### config.mk
export PLATFORM = sky130hd
export DESIGN_NAME = ifetch_prefetch_unit
export DESIGN_NICKNAME = d
export VERILOG_FILES = /design/src/rtl/ifetch_prefetch_unit.sv
export SDC_FILE = /design/constraint.sdc
export NUM_CORES = 1
export LEC_CHECK = 0
export BUFFER_PORTS_ARGS = -buffer_cell sky130_fd_sc_hd__buf_2
export CORE_AREA = 5 5 200 202
export DETAILED_ROUTE_END_ITERATION = 8
export DIE_AREA = 0 0 205 207
export PLACE_DENSITY = 0.67
export SYNTH_ARGS = -nofsm -noshare
export SYNTH_HDL_FRONTEND = slang
export SYNTH_SLANG_ARGS = --single-unit
### constraint.sdc
create_clock -name clk -period 4.5 [get_ports clk]
set_clock_uncertainty 0.2 [all_clocks]
set_input_delay 0.225 -clock clk [delete_from_list [all_inputs] [get_ports clk]]
set_output_delay 0.225 -clock clk [all_outputs]
set_load 0.05 [all_outputs]
### src/rtl/ifetch_prefetch_unit.sv
// ifetch_prefetch_unit: sequential instruction fetch with req/ack memory port, prefetch FIFO and redirect flush.
// Optional stall counter output perf_stall_cnt is built when IFETCH_PERF_CNT_EN is defined.
module ifetch_prefetch_unit #(
   parameter int          DEPTH    = 4,
   parameter logic [31:0] RESET_PC = 32'h0000_0000
) (
   input  logic                     clk,
   input  logic                     reset,
   output logic                     mem_req,
   output logic [31:0]              mem_addr,
   input  logic                     mem_ack,
   input  logic [31:0]              mem_rdata,
   input  logic                     redirect_valid,
   input  logic [31:0]              redirect_pc,
   output logic                     inst_valid,
   output logic [31:0]              inst,
   output logic [31:0]              inst_pc,
   input  logic                     inst_ready,
   output logic [$clog2(DEPTH):0]   fifo_count
`ifdef IFETCH_PERF_CNT_EN
   ,output logic [31:0]             perf_stall_cnt
`endif
);
   localparam int AW = $clog2(DEPTH);
   localparam logic [AW:0] FULL = DEPTH[AW:0];
   localparam logic [1:0] IDLE = 2'd0, WAIT = 2'd1, DISCARD = 2'd2;
   logic [1:0]    state;
   logic [31:0]   fetch_pc;
   logic [31:0]   data_q [DEPTH];
   logic [31:0]   pc_q [DEPTH];
   logic [AW-1:0] rd_ptr, wr_ptr;
   logic [AW:0]   count, count_after;
   logic          push, pop;
   logic [31:0]   target, next_pc;
   assign target      = redirect_pc & 32'hFFFF_FFFC;
   assign next_pc     = fetch_pc + 32'd4;
   assign push        = (state == WAIT) && mem_ack && !redirect_valid;
   assign pop         = inst_valid && inst_ready && !redirect_valid;
   assign count_after = count + {{AW{1'b0}}, push} - {{AW{1'b0}}, pop};
   assign inst_valid  = count != '0;
   assign inst        = data_q[rd_ptr];
   assign inst_pc     = pc_q[rd_ptr];
   assign fifo_count  = count;
   // Fetch FSM: one outstanding request; a redirect with the request still open waits out its ack in DISCARD
   always_ff @(posedge clk or negedge reset) begin
      if (!reset) begin
         state    <= IDLE;
         fetch_pc <= RESET_PC;
         mem_req  <= 1'b0;
         mem_addr <= RESET_PC;
      end else if (redirect_valid) begin
         fetch_pc <= target;
         if (state != IDLE && !mem_ack) begin
            state <= DISCARD;
         end else begin
            state    <= WAIT;
            mem_req  <= 1'b1;
            mem_addr <= target;
         end
      end else begin
         case (state)
            IDLE: if (count != FULL) begin
               state    <= WAIT;
               mem_req  <= 1'b1;
               mem_addr <= fetch_pc;
            end
            WAIT: if (mem_ack) begin
               fetch_pc <= next_pc;
               mem_addr <= next_pc;
               if (count_after == FULL) begin
                  state   <= IDLE;
                  mem_req <= 1'b0;
               end
            end
            DISCARD: if (mem_ack) begin
               state    <= WAIT;
               mem_addr <= fetch_pc;
            end
            default: begin
               state   <= IDLE;
               mem_req <= 1'b0;
            end
         endcase
      end
   end
   // Prefetch FIFO storage and pointers; a redirect empties it and drops any same-cycle push or pop
   always_ff @(posedge clk or negedge reset) begin
      if (!reset) begin
         rd_ptr <= '0;
         wr_ptr <= '0;
         count  <= '0;
         for (int i = 0; i < DEPTH; i++) begin
            data_q[i] <= '0;
            pc_q[i]   <= '0;
         end
      end else if (redirect_valid) begin
         rd_ptr <= '0;
         wr_ptr <= '0;
         count  <= '0;
      end else begin
         if (push) begin
            data_q[wr_ptr] <= mem_rdata;
            pc_q[wr_ptr]   <= fetch_pc;
            wr_ptr         <= wr_ptr + 1'b1;
         end
         if (pop) rd_ptr <= rd_ptr + 1'b1;
         count <= count_after;
      end
   end
`ifdef IFETCH_PERF_CNT_EN
   // Saturating count of cycles spent waiting on memory; survives redirects
   always_ff @(posedge clk or negedge reset) begin
      if (!reset) perf_stall_cnt <= '0;
      else if (mem_req && !mem_ack && perf_stall_cnt != 32'hFFFF_FFFF) perf_stall_cnt <= perf_stall_cnt + 32'd1;
   end
`endif
endmodule

== Word level (Yosys, flattened, before mapping) ==
Cells that the tools add are included.
Cells by class
  add/subtract/negate cells: 5
  $lt $le $gt $ge: 3
  eq/ne operators: 10
  muxes and demuxes: 36
  bitwise operators: 3
  reductions and logical operators: 21
Operator list (number)
  $mux 32: 12
  $bwmux 128: 2
  $bmux 32 s2: 2
  $pmux 32 s3: 1
  $demux 32 s2: 1
  $add 32x3->32 const B: 1
  $mux 2: 10
  $ne 3x3->1 const B: 4
  $reduce_and 5->1: 2
  $reduce_bool 2->1: 5
  $ge 3x3->1 const B: 2
  $logic_and 1x1->1: 6
  $not 2->3: 2
  $pmux 2 s3: 1
  $mux 1: 5
  $add 2x1->2 const B: 2
  $ne 2x2->1 const B: 2
  $reduce_and 2->1: 2
  $reduce_and 4->1: 1
  $reduce_bool 4->1: 1
  $add 3x1->3: 1
  $eq 3x3->1 const B: 1
  $lt 3x1->1 const B: 1
  $mux 3: 1
  9 further kinds: 10
Word-level totals
  register bits after elaboration: 330
  input bits: 69
  output and inout port bits: 101
  word-level logic and storage cells: 93

== Logic depth before layout (Yosys ltp) ==
  depth after elaboration: 10
  gate-level depth with buffers: 15

== Least setup slack after synthesis ==
OpenSTA, ideal clock, no wires.
  path type: flip-flop to flip-flop
  from: register count[2] (netlist: fifo_count[2])
  to: register mem_req
  library setup time: 0.130 ns
  data arrival time: 3.091 ns
  slack: 1.079 ns
  cell stages (with the launch flop): 14
  period minus slack after synthesis: 3.421 ns
  cell sequence: dfrtp_1 or3_1 nand2_1 nor2_1 ha_1 inv_1 ha_1 inv_1 fa_1 xnor3_1 o31ai_1 nand2b_1 mux2i_1 o21ai_0
On the way
  word-level cells in the longest chain between the ends: 7
RTL lines
  from (decl): RTL line 32  | logic [AW:0] count, count_after;
  from (signal assigned): RTL line 107  | count <= count_after;
  $reduce_bool 3->1: RTL line 40  | assign inst_valid = count != '0;
  via inst_valid: RTL line 15  | output logic inst_valid,
  $logic_and 1x1->1 (2 in a row): RTL line 38  | assign pop = inst_valid && inst_ready && !redirect_valid;
  $sub 3x1->3: RTL line 39  | assign count_after = count + {{AW{1'b0}}, push} - {{AW{1'b0}}, pop};
  $eq 3x3->1: RTL line 70  | if (count_after == FULL) begin
  $ne 3x2->1 (no line)
  $reduce_and 5->1 (no line)
  to (signal assigned): RTL line 49  | mem_req <= 1'b0;
  to (signal assigned): RTL line 72  | mem_req <= 1'b0;
  to (signal assigned): RTL line 81  | mem_req <= 1'b0;
  to (decl): RTL line 9  | output logic mem_req,
The timed path passes the listed nets, and every way through them passes these cells.
A chain may end at the register's enable or synchronous reset.

== Final worst setup path ==
  from: register state[0]
  to: register mem_req
On the way
  word-level cells in the longest chain between the ends: 8
RTL lines
  from (decl): RTL line 27  | logic [1:0] state;
  from (signal assigned): RTL line 47  | state <= IDLE;
  from (signal assigned): RTL line 54  | state <= DISCARD;
  from (signal assigned): RTL line 56  | state <= WAIT;
  $eq 2x1->1: RTL line 37, 61
  $logic_and 1x1->1 (2 in a row): RTL line 37  | assign push = (state == WAIT) && mem_ack && !redirect_valid;
  $add 3x1->3: RTL line 39
  $sub 3x1->3: RTL line 39
  $eq 3x3->1: RTL line 70
  $ne 3x2->1 (no line)
  $reduce_and 5->1 (no line)
Several ways; a longest one is shown, not always the timed one.

==> results.tsv <==
metric	value	unit
synth_cell_type_count	53	
grt_start_max_net_pins	128	
setup_tns	0	ns
initial_utilization	0.3950	
slew_headroom	0.2288	
p_leak	8.244	nW
path_clk_slew	0.06	ns
rsz0062_at_grt	false	
syn_area	0.01505	mm^2
yosysWarningCount	0	
area_delta_synth_final	20.18	%
synth_top_family_by_area	multiplexers	
grt_use_total	0.1764	
drc	0	
synth_top_area_cell	dfrtp_1	
worst_pin_slew	1.157	ns
drt_iter0_drc	616	
p_per_area	697.4	mW/mm^2
grt_pass1_vias	10400	
switching_share	0.4067	
synth_xor_area_frac	0.03176	
final.setup.worst_slack	0.6967	ns
cp-start-kind	flip-flop	
maxCapViolations	0	
place_worst_setup_slack	0.7218	ns
finalHoldViolations	0	
fmax	0.2629	GHz
finalSetupViolCount	0	
die_w	205	um
ctsHoldBuffers	66	
yosysSeqAreaShare	0.5304	
synth_flop_cell	dfrtp_1	
ys_ff_latch	319	
outcome	finished, final reports clean	
synth.top_cells.by_count	dfrtp_1 (319), mux2_2 (231), nand2_1 (76), mux4_2 (62), buf_2 (51)	
antenna_cells	0	
internal_power	7.483	mW
clock_path_buffers	3	
yosysMostFrequentCell	dfrtp_1	
cts_tree	done	
synth-edff-count	0	
synth_fa_ha_area_frac	0.007149	
grt-ovfl-total	0	
power.switching	5.131	mW
portBuffers	165	
drive_gt1_frac	0.4121	
irDropWorstVdd	0.0003840	V
yosys.area_share.simple	0.06983	
num_rows	72	
cts-resized-gates	0	
cp-end-kind	flip-flop	
fin_nets	1375	
seq_power_share	0.358	
die_h	207	um
grt_pass1_wl	59.92	mm
cts_buffers	37	
post-route-util	0.4747	
required	4.73	ns
htree_levels	2	
synthCells	1109	
cp_max_fo	9	
wl	37.17	mm
worstSetupPathType	flip-flop to flip-flop	
wl_per_cell	20.17	um
io_pins	170	
finalCritPeriodShare	0.8452	
vias_per_cell	5.288	
finalMaxSlewViolations	0	
clk_latency	0.52	ns
dr.pass1.iters	5	
synth_compound_area_frac	0.03832	
core-area	0.03811	mm^2
power.total	12.61	mW
worstPathArrival	4.03	ns
post_cts.repair.setup_buffers	0	
hold_class	primary input to async pin	
hold_slack	0.09289	ns
synthArstFlopShare	1.000	
cts_sinks	319	
root_buffer	clkbuf_16	
clkPwrFrac	0.232	
synth_top_area_share	0.5304	
hpwlAfterDp	23.50	mm
ant_nets	0	
die_area	0.04244	mm^2
syn_area_per_cell	13.57	um^2
fin_crit	3.803	ns
antenna_found_initial	0	
routabilityCongestion	0.7769	
muxShareOfSynthArea	0.2879	
vias	9746	
synth_top_cells_by_area	dfrtp_1 (53%), mux2_2 (17%), mux4_2 (9.3%), xor2_1 (1.9%), nand2_1 (1.9%)	
comb_power_share	0.410	
per-layer routing:
metal	GRT usage	part of all wire	vias to the layer above
met5	0	0	-
met4	0.04458	0.022	0
met3	0.04567	0.066	64
met2	0.2844	0.48	271
met1	0.2397	0.43	5017
li1	-	-	4394
layout make-up:
class,instances,area (um^2)
flip-flops and latches,319,7988
inverters,12,45.04
clock inverters,11,87.58
fillers,3400,20020
repair buffers,245,1639
multi-input cells,683,6575
clock buffers,55,1106
well taps,518,648.1
per-stage QoR:
| stage | instance area, um^2 | instances |
|---|---|---|
| final | 18090 | 1843 |
| after global placement | 16230 | 1711 |
| after detailed placement | 16230 | 1711 |
| after CTS | 18090 | 1843 |
| after floorplan | 15050 | 1110 |
| after global routing | 18090 | 1843 |
worst paths after layout:
check / startpoint / endpoint / slack [ns] / cells after the start
setup / recovery: state[0] / mem_req / 0.70 / 13
hold / removal: reset / pc_q[115] / 0.09 / 2
setup reg to reg: state[0] / mem_req / 0.70 / 13
hold reg to reg: mem_addr[19] / mem_addr[19] / 0.27 / 2
max in group asynchronous: reset / data_q[23] / 2.81 / 3
min in group clk: mem_addr[19] / mem_addr[19] / 0.27 / 2
power by group through the flow:
stage	sequential, mW	combinational (mW)	clock (mW)
2_1_floorplan	4.68	3.75	0
3_5_place_dp	4.56	5.18	0
6_report	4.52	5.17	2.93
4_1_cts	4.52	5.24	3.01
5_1_grt	4.65	5.48	3.13
3_3_place_gp	4.49	5.11	0
state kept, by name, indices dropped and copies added (netlist names):
name        flops
fetch_pc       30
fifo_count      3
rd_ptr          2
data_q        128
pc_q          120
mem_addr       31
state           2
wr_ptr          2
mem_req         1
worst max-delay path, cell delays in order (launching register included):
cell	delay, ns
dfrtp_1	0.48
nor3b_2	0.52
and2_1	0.23
clkinv_1	0.29
ha_1	0.39
inv_1	0.06
ha_1	0.13
inv_1	0.05
fa_1	0.37
xnor3_1	0.22
o31ai_1	0.34
nand2b_1	0.12
mux2i_1	0.13
o21ai_0	0.18
layout by cell type (no fill, tap or decap), types with 14 or more instances in the layout:
cell type / n
nand4_1: 16
nor2_1: 31
dfrtp_1: 317
clkbuf_16: 39
o21ai_0: 37
dlygate4sd3_1: 66
nand3_1: 19
nand2_1: 76
buf_2: 164
mux2_2: 231
xor2_1: 33
mux4_2: 62
xnor2_1: 19
nor3_1: 18
mux2_1: 20
a21oi_1: 14
cell families after synthesis:
group           after synthesis
other cells                   1
mux                         324
fa+ha+maj                     8
simple gates                204
xor+xnor                     53
buf+inv                     108
flops                       319
compound gates               92
Power figures use the tool's default switching activity.
